===== src/rtl/escalonador_escrita_reg_if.sv =====
// Writeback scheduler bus: the two writeback requesters, the issue-stage
// reservation/hazard lookup and the register file write controls.
interface escalonador_escrita_reg_if #(
   parameter int LARG_END  = 6,
   parameter int LARG_DADO = 32
);
   // ULA writeback requester
   logic                 req_ula;
   logic [LARG_END-1:0]  end_ula;
   logic [LARG_DADO-1:0] dado_ula;
   logic                 ack_ula;

   // Memory (load) writeback requester
   logic                 req_mem;
   logic [LARG_END-1:0]  end_mem;
   logic [LARG_DADO-1:0] dado_mem;
   logic                 ack_mem;

   // Issue stage: destination reservation and RAW hazard lookup
   logic                 reserva;
   logic [LARG_END-1:0]  end_reserva;
   logic [LARG_END-1:0]  RLe1;
   logic [LARG_END-1:0]  RLe2;
   logic                 pendente1;
   logic                 pendente2;

   // Register file write port and statistics
   logic [LARG_END-1:0]  REscrita;
   logic [LARG_DADO-1:0] DadoEscrita;
   logic                 EscreveReg;
   logic [15:0]          conflitos;

   // Environment side: requesters, issue stage and register file
   modport master (
      output req_ula, end_ula, dado_ula,
      input  ack_ula,
      output req_mem, end_mem, dado_mem,
      input  ack_mem,
      output reserva, end_reserva, RLe1, RLe2,
      input  pendente1, pendente2,
      input  REscrita, DadoEscrita, EscreveReg, conflitos
   );

   // Scheduler side
   modport slave (
      input  req_ula, end_ula, dado_ula,
      output ack_ula,
      input  req_mem, end_mem, dado_mem,
      output ack_mem,
      input  reserva, end_reserva, RLe1, RLe2,
      output pendente1, pendente2,
      output REscrita, DadoEscrita, EscreveReg, conflitos
   );
endinterface


===== src/rtl/escalonador_escrita_reg.sv =====
// Write-port scheduler for the 64x32 register file.
// Round-robin arbitration between the ULA and memory writeback requesters,
// registered register-file write controls, a pending-write scoreboard used
// by the issue stage for RAW stalls, and protection of two fixed registers.
module escalonador_escrita_reg #(
   parameter int NUM_REG    = 64,
   parameter int LARG_END   = 6,
   parameter int LARG_DADO  = 32,
   parameter int REG_FIXO_A = 62,
   parameter int REG_FIXO_B = 61
) (
   input  logic clock,
   input  logic reset,
   escalonador_escrita_reg_if.slave bus
);

   // Which requester won the most recent grant; the other one wins a tie.
   typedef enum logic {
      ULT_ULA = 1'b0,
      ULT_MEM = 1'b1
   } ultimo_t;

   ultimo_t              ultimo_q, ultimo_d;
   logic [NUM_REG-1:0]   placar_q, placar_d;
   logic [LARG_END-1:0]  rescrita_q, rescrita_d;
   logic [LARG_DADO-1:0] dado_q, dado_d;
   logic                 escreve_q, escreve_d;
   logic [15:0]          conflitos_q, conflitos_d;

   logic                 concede_ula;
   logic                 concede_mem;
   logic                 concede;
   logic                 contencao;
   logic [LARG_END-1:0]  end_concedido;
   logic [LARG_DADO-1:0] dado_concedido;
   logic                 reserva_valida;
   logic [NUM_REG-1:0]   limpa_bit;
   logic [NUM_REG-1:0]   marca_bit;

   // Writes to the fixed registers are swallowed and they are never reserved.
   function automatic logic eh_fixo(input logic [LARG_END-1:0] endereco);
      return (endereco == LARG_END'(REG_FIXO_A)) ||
             (endereco == LARG_END'(REG_FIXO_B));
   endfunction

   assign contencao = bus.req_ula && bus.req_mem;

   // Round-robin grant; no grant at all while reset is asserted.
   always_comb begin
      concede_ula = 1'b0;
      concede_mem = 1'b0;
      if (!reset) begin
         if (contencao) begin
            if (ultimo_q == ULT_MEM) begin
               concede_ula = 1'b1;
            end else begin
               concede_mem = 1'b1;
            end
         end else begin
            concede_ula = bus.req_ula;
            concede_mem = bus.req_mem;
         end
      end
   end

   assign concede = concede_ula || concede_mem;

   // Mux the winning requester's address and data onto the write path.
   always_comb begin
      end_concedido  = bus.end_mem;
      dado_concedido = bus.dado_mem;
      if (concede_ula) begin
         end_concedido  = bus.end_ula;
         dado_concedido = bus.dado_ula;
      end
   end

   assign bus.ack_ula = concede_ula;
   assign bus.ack_mem = concede_mem;

   // Arbitration history and write-port next state.
   always_comb begin
      ultimo_d   = ultimo_q;
      rescrita_d = rescrita_q;
      dado_d     = dado_q;
      escreve_d  = 1'b0;
      if (concede) begin
         ultimo_d   = concede_mem ? ULT_MEM : ULT_ULA;
         rescrita_d = end_concedido;
         dado_d     = dado_concedido;
         // The grant is consumed even when the write itself is suppressed.
         escreve_d  = !eh_fixo(end_concedido);
      end
   end

   assign reserva_valida = bus.reserva && !eh_fixo(bus.end_reserva);

   // Per-register clear (write granted) and set (new reservation) decode.
   generate
      for (genvar gi = 0; gi < NUM_REG; gi++) begin : g_placar
         assign limpa_bit[gi] = concede && (end_concedido == LARG_END'(gi));
         assign marca_bit[gi] = reserva_valida && (bus.end_reserva == LARG_END'(gi));
      end
   endgenerate

   // A reservation on the same edge as the write it would clear is younger,
   // so the set is applied after the clear.
   always_comb begin
      placar_d = (placar_q & ~limpa_bit) | marca_bit;
   end

   // Saturating count of cycles with both requesters active.
   always_comb begin
      conflitos_d = conflitos_q;
      if (contencao && (conflitos_q != 16'hFFFF)) begin
         conflitos_d = conflitos_q + 16'd1;
      end
   end

   // State registers; reset drops any in-flight write.
   always_ff @(posedge clock or posedge reset) begin
      if (reset) begin
         ultimo_q    <= ULT_MEM;
         placar_q    <= '0;
         rescrita_q  <= '0;
         dado_q      <= '0;
         escreve_q   <= 1'b0;
         conflitos_q <= '0;
      end else begin
         ultimo_q    <= ultimo_d;
         placar_q    <= placar_d;
         rescrita_q  <= rescrita_d;
         dado_q      <= dado_d;
         escreve_q   <= escreve_d;
         conflitos_q <= conflitos_d;
      end
   end

   // A read address is hazardous while reserved, and also during the cycle
   // the write is presented to the register file but not yet stored.
   always_comb begin
      bus.pendente1 = placar_q[bus.RLe1] || (escreve_q && (rescrita_q == bus.RLe1));
      bus.pendente2 = placar_q[bus.RLe2] || (escreve_q && (rescrita_q == bus.RLe2));
   end

   assign bus.REscrita    = rescrita_q;
   assign bus.DadoEscrita = dado_q;
   assign bus.EscreveReg  = escreve_q;
   assign bus.conflitos   = conflitos_q;

endmodule

===== src/flat_wrapper.sv =====
// flat-port wrapper written by rule: the top's interface ports become plain ports
module escalonador_escrita_reg_flat 
#(
   parameter int NUM_REG    = 64,
   parameter int LARG_END   = 6,
   parameter int LARG_DADO  = 32,
   parameter int REG_FIXO_A = 62,
   parameter int REG_FIXO_B = 61
)
  (clock, reset, bus_req_ula, bus_end_ula, bus_dado_ula, bus_ack_ula, bus_req_mem, bus_end_mem, bus_dado_mem, bus_ack_mem, bus_reserva, bus_end_reserva, bus_RLe1, bus_RLe2, bus_pendente1, bus_pendente2, bus_REscrita, bus_DadoEscrita, bus_EscreveReg, bus_conflitos);
  escalonador_escrita_reg_if #(.LARG_END(LARG_END), .LARG_DADO(LARG_DADO)) bus_i ();
  input  logic clock;
  input  logic reset;
  input wire logic [$bits(bus_i.req_ula)-1:0] bus_req_ula;
  input wire logic [$bits(bus_i.end_ula)-1:0] bus_end_ula;
  input wire logic [$bits(bus_i.dado_ula)-1:0] bus_dado_ula;
  output wire logic [$bits(bus_i.ack_ula)-1:0] bus_ack_ula;
  input wire logic [$bits(bus_i.req_mem)-1:0] bus_req_mem;
  input wire logic [$bits(bus_i.end_mem)-1:0] bus_end_mem;
  input wire logic [$bits(bus_i.dado_mem)-1:0] bus_dado_mem;
  output wire logic [$bits(bus_i.ack_mem)-1:0] bus_ack_mem;
  input wire logic [$bits(bus_i.reserva)-1:0] bus_reserva;
  input wire logic [$bits(bus_i.end_reserva)-1:0] bus_end_reserva;
  input wire logic [$bits(bus_i.RLe1)-1:0] bus_RLe1;
  input wire logic [$bits(bus_i.RLe2)-1:0] bus_RLe2;
  output wire logic [$bits(bus_i.pendente1)-1:0] bus_pendente1;
  output wire logic [$bits(bus_i.pendente2)-1:0] bus_pendente2;
  output wire logic [$bits(bus_i.REscrita)-1:0] bus_REscrita;
  output wire logic [$bits(bus_i.DadoEscrita)-1:0] bus_DadoEscrita;
  output wire logic [$bits(bus_i.EscreveReg)-1:0] bus_EscreveReg;
  output wire logic [$bits(bus_i.conflitos)-1:0] bus_conflitos;
  assign bus_i.req_ula = bus_req_ula;
  assign bus_i.end_ula = bus_end_ula;
  assign bus_i.dado_ula = bus_dado_ula;
  assign bus_ack_ula = bus_i.ack_ula;
  assign bus_i.req_mem = bus_req_mem;
  assign bus_i.end_mem = bus_end_mem;
  assign bus_i.dado_mem = bus_dado_mem;
  assign bus_ack_mem = bus_i.ack_mem;
  assign bus_i.reserva = bus_reserva;
  assign bus_i.end_reserva = bus_end_reserva;
  assign bus_i.RLe1 = bus_RLe1;
  assign bus_i.RLe2 = bus_RLe2;
  assign bus_pendente1 = bus_i.pendente1;
  assign bus_pendente2 = bus_i.pendente2;
  assign bus_REscrita = bus_i.REscrita;
  assign bus_DadoEscrita = bus_i.DadoEscrita;
  assign bus_EscreveReg = bus_i.EscreveReg;
  assign bus_conflitos = bus_i.conflitos;
  escalonador_escrita_reg #(.NUM_REG(NUM_REG), .LARG_END(LARG_END), .LARG_DADO(LARG_DADO), .REG_FIXO_A(REG_FIXO_A), .REG_FIXO_B(REG_FIXO_B)) u_core (.clock(clock), .reset(reset), .bus(bus_i));
endmodule

===== config.mk =====
export PLATFORM = sky130hd
export DESIGN_NAME = escalonador_escrita_reg_flat
export DESIGN_NICKNAME = d
export VERILOG_FILES = /design/src/rtl/escalonador_escrita_reg_if.sv /design/src/rtl/escalonador_escrita_reg.sv /design/src/flat_wrapper.sv
export SDC_FILE = /design/constraint.sdc
export NUM_CORES = 1
export LEC_CHECK = 0
export BUFFER_PORTS_ARGS = -buffer_cell sky130_fd_sc_hd__buf_2
export CORE_MARGIN = 5
export CORE_UTILIZATION = 39
export DETAILED_ROUTE_END_ITERATION = 6
export PLACE_DENSITY = 0.68
export SLEW_MARGIN = 20
export SYNTH_ARGS = -nofsm -noshare
export SYNTH_HDL_FRONTEND = slang
export SYNTH_SLANG_ARGS = --single-unit

===== constraint.sdc =====
create_clock -name clock -period 6.8 [get_ports clock]
set_clock_uncertainty 0.1 [all_clocks]
set_input_delay 0.68 -clock clock [delete_from_list [all_inputs] [get_ports clock]]
set_output_delay 0.68 -clock clock [all_outputs]
set_load 0.03 [all_outputs]

---- Yosys cells after proc, flatten, opt, wreduce, memory -nomap -nowiden ----
Index checks and enable logic that the tools add are counted.
cells by class
  reductions and logical operators ........ 142
  magnitude comparators ................... 2
  $add $sub $neg .......................... 1
  eq/ne operators ......................... 129
  muxes and demuxes ....................... 14
  bitwise operators ....................... 3
operators with widths
  operator               count
  $eq 6x6->1 const B     64
  $eq 6x5->1 const B     32
  $logic_and 1x1->1      133
  $eq 6x4->1 const B     16
  $and 64x64->64         1
  $not 64->64            1
  $or 64x64->64          1
  $eq 6x3->1 const B     8
  $mux 32                1
  $eq 6x2->1 const B     4
  $add 16x1->16 const B  1
  $ne 16x16->1 const B   1
  $lt 6x7->1 const B     2
  $bmux 1 s6             2
  $eq 6x1->1 const B     2
  $eq 6x6->1             2
  $logic_not 6->1        2
  $mux 1                 10
  $mux 6                 1
  $logic_or 1x1->1       5
  $logic_not 1->1        2
word-level totals
  logic and storage cells ................. 297
  input bits .............................. 99
  register bits after elaboration ......... 120
  output and inout port bits .............. 59

---- Longest topological paths before layout ----
  depth after elaboration ................. 9
  depth in mapped cells ................... 9
  depth with buffers taken out ............ 6

---- Worst setup path before layout ----
No wires, ideal clock.
  kind .................................... input to output
  start point ............................. input port reset
  end point ............................... output port bus_ack_mem
  cell stages on the path ................. 6
  setup slack ............................. 1.426 ns
  arrival time ............................ 4.594 ns
  data required time ...................... 6.020 ns
  buffers on the path ..................... 3
  cell sequence ........................... inv_1 > nand3_1 > buf_2 > inv_2 > buf_2 > clkbuf_1
between the ends
  longest elaborated chain between the ends .. 1
RTL lines
  item         line                           RTL
  from (decl)  flat_wrapper.sv:13             input logic reset;
  $mux 1       escalonador_escrita_reg.sv:52  if (!reset) begin
  to (decl)    flat_wrapper.sv:21             output wire logic [$bits(bus_i.ack_mem)-1:0] bus_ack_mem;
No other way between the ends.

---- Final worst setup path ----
Ends and elaborated chain as after synthesis.

==> results.txt <==
----------------------------------------------------
[Timing]
  Final-layout worst hold slack ... 258 ps
  RSZ-0062 raised after global routing ... false
  Max-slew headroom ... 23.9%
  Hold Violations, Final ... 0
  Final count of negative-setup-slack endpoints ... 0
  Worst-margin pin slew ... 1140 ps
  Sum Neg Setup Slack ... 0 ps
  Fmax achieved ... 271 MHz
  Total count of max-transition violations in the final report ... 0
  Final period utilization ... 54.3%
  Minimum clock period ... 3690 ps

[Layout]
  Diodes inserted ... 0
  Layout cells sized above 1 ... 31.6%
  Most frequent standard cell in the layout excluding fill and tap cells ... sky130_fd_sc_hd__buf_2
  Multi-input gate area ... 0.00354 mm2
  Most frequent cells in the layout ... sky130_fd_sc_hd__buf_2 (157), sky130_fd_sc_hd__dfrtp_1 (119), sky130_fd_sc_hd__nand2_1 (77), sky130_fd_sc_hd__nand3_1 (59), sky130_fd_sc_hd__a22o_1 (28)
  Number of nets in the layout ... 854
  Layout fillers ... 1549
  Storage element area ... 0.00300 mm2
  Area growth from synthesis to final layout ... 22.4%
  Utilization after layout ... 48.3%

[Detailed routing]
  Count of unresolved DRC violations after routing ... 0
  Number of nets with antenna violations after routing ... 0
  Number of DRC markers in iteration 0 ... 484
  Pre-Repair DR Iteration Count ... 7
  Vias ... 5902
  Per-cell routed wire length ... 20.8 um
  Vias per inst ... 5.95
  Routed Wire Length ... 20.6 mm

[Clocking]
  Hold-fix buffers, CTS ... 0
  Number of gates given a new drive strength after cts ... 0
  Register clock-pin slew on the reported worst setup and hold paths ... 60 ps
  Deepest clock path buffer count ... 2
  Clock root buffer ... sky130_fd_sc_hd__clkbuf_16
  Maximum level of the CTS H-tree ... 4
  Number of buffers created by CTS ... 17
  TritonCTS clock tree ... built
  Clock net sink count ... 120
  Post CTS Setup Buffer Count ... 0
  Clock insertion delay at the later pin of the skew report ... 420 ps

[Setup path]
  Maximum fanout count along the critical path ... 47
  Highest cell delay on the worst timing path ... 740 ps
  Data required, critical path ... 6020 ps
  Type of the worst setup path ... in2out
  Cell at the slowest stage of the critical path ... sky130_fd_sc_hd__inv_2
  Type of destination of the critical path ... primary output
  Cells along the critical path ... buf_2 > inv_4 > nand3_1 > inv_2 > buf_2
  Arrival @ worst endpoint ... 2910 ps
  Kind of start point of the critical path ... input pin
  Most numerous cell on the critical path ... sky130_fd_sc_hd__buf_2

[Power and ir drop]
  Largest vdd supply drop ... 0.000191 V
  Areal power density over the cells ... 311 mW/mm2
  Leakage power figure ... 3.77 nW

[Run status]
  Status ... completed

[Die]
  Number of top-level pins ... 158
  Initial core utilization ... 39.5%
  Std-Cell Core Area ... 0.0172 mm2
  Die Span X ... 142 um
  Number of rows created at floorplan ... 48
  Full die area ... 0.0202 mm2
  Height of the die ... 142 um

[GRT]
  GR Util All Layers ... 20.9%
  Number of antenna violations at the first check in global routing ... 0
  Pin count of the biggest net entering global routing ... 76
  Vias in the first global route ... 5947
  GRT Residual Overflow ... 0
  First-pass GRT wire length ... 32.7 mm

[Synthesis]
  Register area share after synthesis ... 44.1%
  Synth Cell Area ... 0.00681 mm2
  Async SR Flop Fraction ... 100%
  Warnings from Yosys ... 0
  Register bit count reported by yosys ... 120
  Number of nets in the synthesized netlist ... 710
  Post-synth EDFFs ... 0
  Number of library cell types mapped by synthesis ... 56
  Post-Syn Instances ... 610
  Commonest register cell after synthesis ... sky130_fd_sc_hd__dfrtp_1
  Syn avg cell area ... 11.2 um2

[Run]
  Maxcap violations ... 0

[Placed design]
  Estimated wirelength of the detail-placed design ... 14.8 mm
  Gp weighted congestion ... 0.950
  I/O Buffers ... 157

[Min path]
  Min-delay worst type ... in2async

----------------------------------------------------
-- critical path, delay by kind of cell --
family | cells | cell delay, ps
buffers and inverters | 4 | 1640
AND/OR/NAND/NOR | 1 | 550
-- cells by family after synthesis --
| group | after synthesis | synth area share, % |
|---|---|---|
| AO/OA/AOI/OAI | 122 | 14.9 |
| buffers and inverters | 50 | 3.84 |
| AND/OR/NAND/NOR | 226 | 16.6 |
| XOR/XNOR | 27 | 3.47 |
| adder cells (fa/ha/maj) | 1 | 0.184 |
| multiplexers | 64 | 16.9 |
| flip-flops | 120 | 44.1 |
-- worst paths after layout --
path,startpoint,to,slack (ps),depth (start not counted)
setup / recovery,reset,bus_ack_mem,3110,5
hold / removal,reset,u_core.bus.conflitos[5],260,2
setup reg to reg,u_core.ultimo_q,u_core.placar_q[63],3610,6
hold reg to reg,u_core.bus.DadoEscrita[4],u_core.bus.DadoEscrita[4],370,2
max in group asynchronous,reset,u_core.bus.DadoEscrita[14],4950,3
min in group clock,bus_dado_ula[24],u_core.bus.DadoEscrita[24],360,3
-- sequential cells by signal (all words and copies together), names as in the netlist --
signal	count
u_core.ultimo_q	1
u_core.bus.EscreveReg	1
u_core.bus.conflitos	16
u_core.placar_q	64
u_core.bus.REscrita	6
u_core.bus.DadoEscrita	32
-- per-layer routing --
metal	global-route usage (%)	vias to the layer above	part of all wire, %
li1	-	2616	-
met1	27.0	2863	40
met2	33.1	383	47
met3	6.15	40	9.9
met4	8.03	0	2.5
met5	0	-	0
-- cell usage after synthesis, types with 2 or more instances --
library cell | number | area (um2)
sky130_fd_sc_hd__nand4b_1 | 4 | 35.0
sky130_fd_sc_hd__nand3b_1 | 18 | 135
sky130_fd_sc_hd__nor2_1 | 23 | 86.3
sky130_fd_sc_hd__inv_1 | 6 | 22.5
sky130_fd_sc_hd__o2bb2ai_1 | 24 | 210
sky130_fd_sc_hd__nor3_1 | 3 | 15.0
sky130_fd_sc_hd__dfrtp_1 | 119 | 2980
sky130_fd_sc_hd__nand3_1 | 59 | 295
sky130_fd_sc_hd__mux2i_1 | 25 | 250
sky130_fd_sc_hd__a22oi_1 | 21 | 158
sky130_fd_sc_hd__and4_1 | 2 | 17.5
sky130_fd_sc_hd__a22o_1 | 28 | 245
sky130_fd_sc_hd__xnor2_1 | 14 | 123
sky130_fd_sc_hd__nand2b_1 | 12 | 75.1
sky130_fd_sc_hd__or3_1 | 2 | 12.5
sky130_fd_sc_hd__o31ai_2 | 2 | 25.0
sky130_fd_sc_hd__a31oi_1 | 3 | 18.8
sky130_fd_sc_hd__or4_1 | 4 | 30.0
sky130_fd_sc_hd__mux4_1 | 11 | 289
sky130_fd_sc_hd__nand4_1 | 6 | 37.5
sky130_fd_sc_hd__buf_2 | 19 | 95.1
sky130_fd_sc_hd__o211ai_1 | 3 | 22.5
sky130_fd_sc_hd__o21ai_1 | 14 | 70.1
sky130_fd_sc_hd__inv_2 | 4 | 15.0
sky130_fd_sc_hd__o21ai_2 | 3 | 26.3
sky130_fd_sc_hd__xor2_1 | 13 | 114
sky130_fd_sc_hd__and3_1 | 6 | 37.5
sky130_fd_sc_hd__a21oi_1 | 2 | 10.0
sky130_fd_sc_hd__nor2b_1 | 6 | 37.5
sky130_fd_sc_hd__o32ai_2 | 3 | 48.8
sky130_fd_sc_hd__clkbuf_1 | 8 | 30.0
sky130_fd_sc_hd__buf_1 | 7 | 26.3
sky130_fd_sc_hd__mux4_2 | 25 | 563
sky130_fd_sc_hd__nand2_1 | 77 | 289
sky130_fd_sc_hd__buf_6 | 2 | 22.5
sky130_fd_sc_hd__o21a_1 | 2 | 15.0
sky130_fd_sc_hd__a32o_1 | 10 | 100
sky130_fd_sc_hd__buf_4 | 2 | 15.0
-- power breakdown --
| group | switching, mW | leakage [nW] | internal [mW] | total, mW |
|---|---|---|---|---|
| Clock | 0.355 | 0.297 | 0.585 | 0.940 |
| Sequential | 0.143 | 1.50 | 0.857 | 1.00 |
| Combinational | 0.372 | 1.97 | 0.279 | 0.651 |
| Total | 0.871 | 3.77 | 1.72 | 2.59 |
-- cell type report --
type	count	area share [%]
Tap cell	225	3.38
Clock inverter	15	2.30
Inverter	10	0.481
Sequential cell	120	36.1
Timing Repair Buffer	165	10.2
Multi-Input combinational cell	440	42.5
Clock buffer	17	5.11
-- stage by stage --
| step | instances | setup slack (ps) | area, um2 | power (mW) |
|---|---|---|---|---|
| 6_report | 992 | 3110 | 8330 | 2.59 |
| 5_1_grt | 992 | 2830 | 8330 | 2.71 |
| 4_1_cts | 992 | 3030 | 8330 | 2.60 |
| 2_1_floorplan | 610 | 1430 | 6810 | 1.43 |
| 3_3_place_gp | 960 | 2960 | 7710 | 1.65 |
| 3_5_place_dp | 960 | 2870 | 7710 | 1.65 |
(Power assumes the default switching activity.)
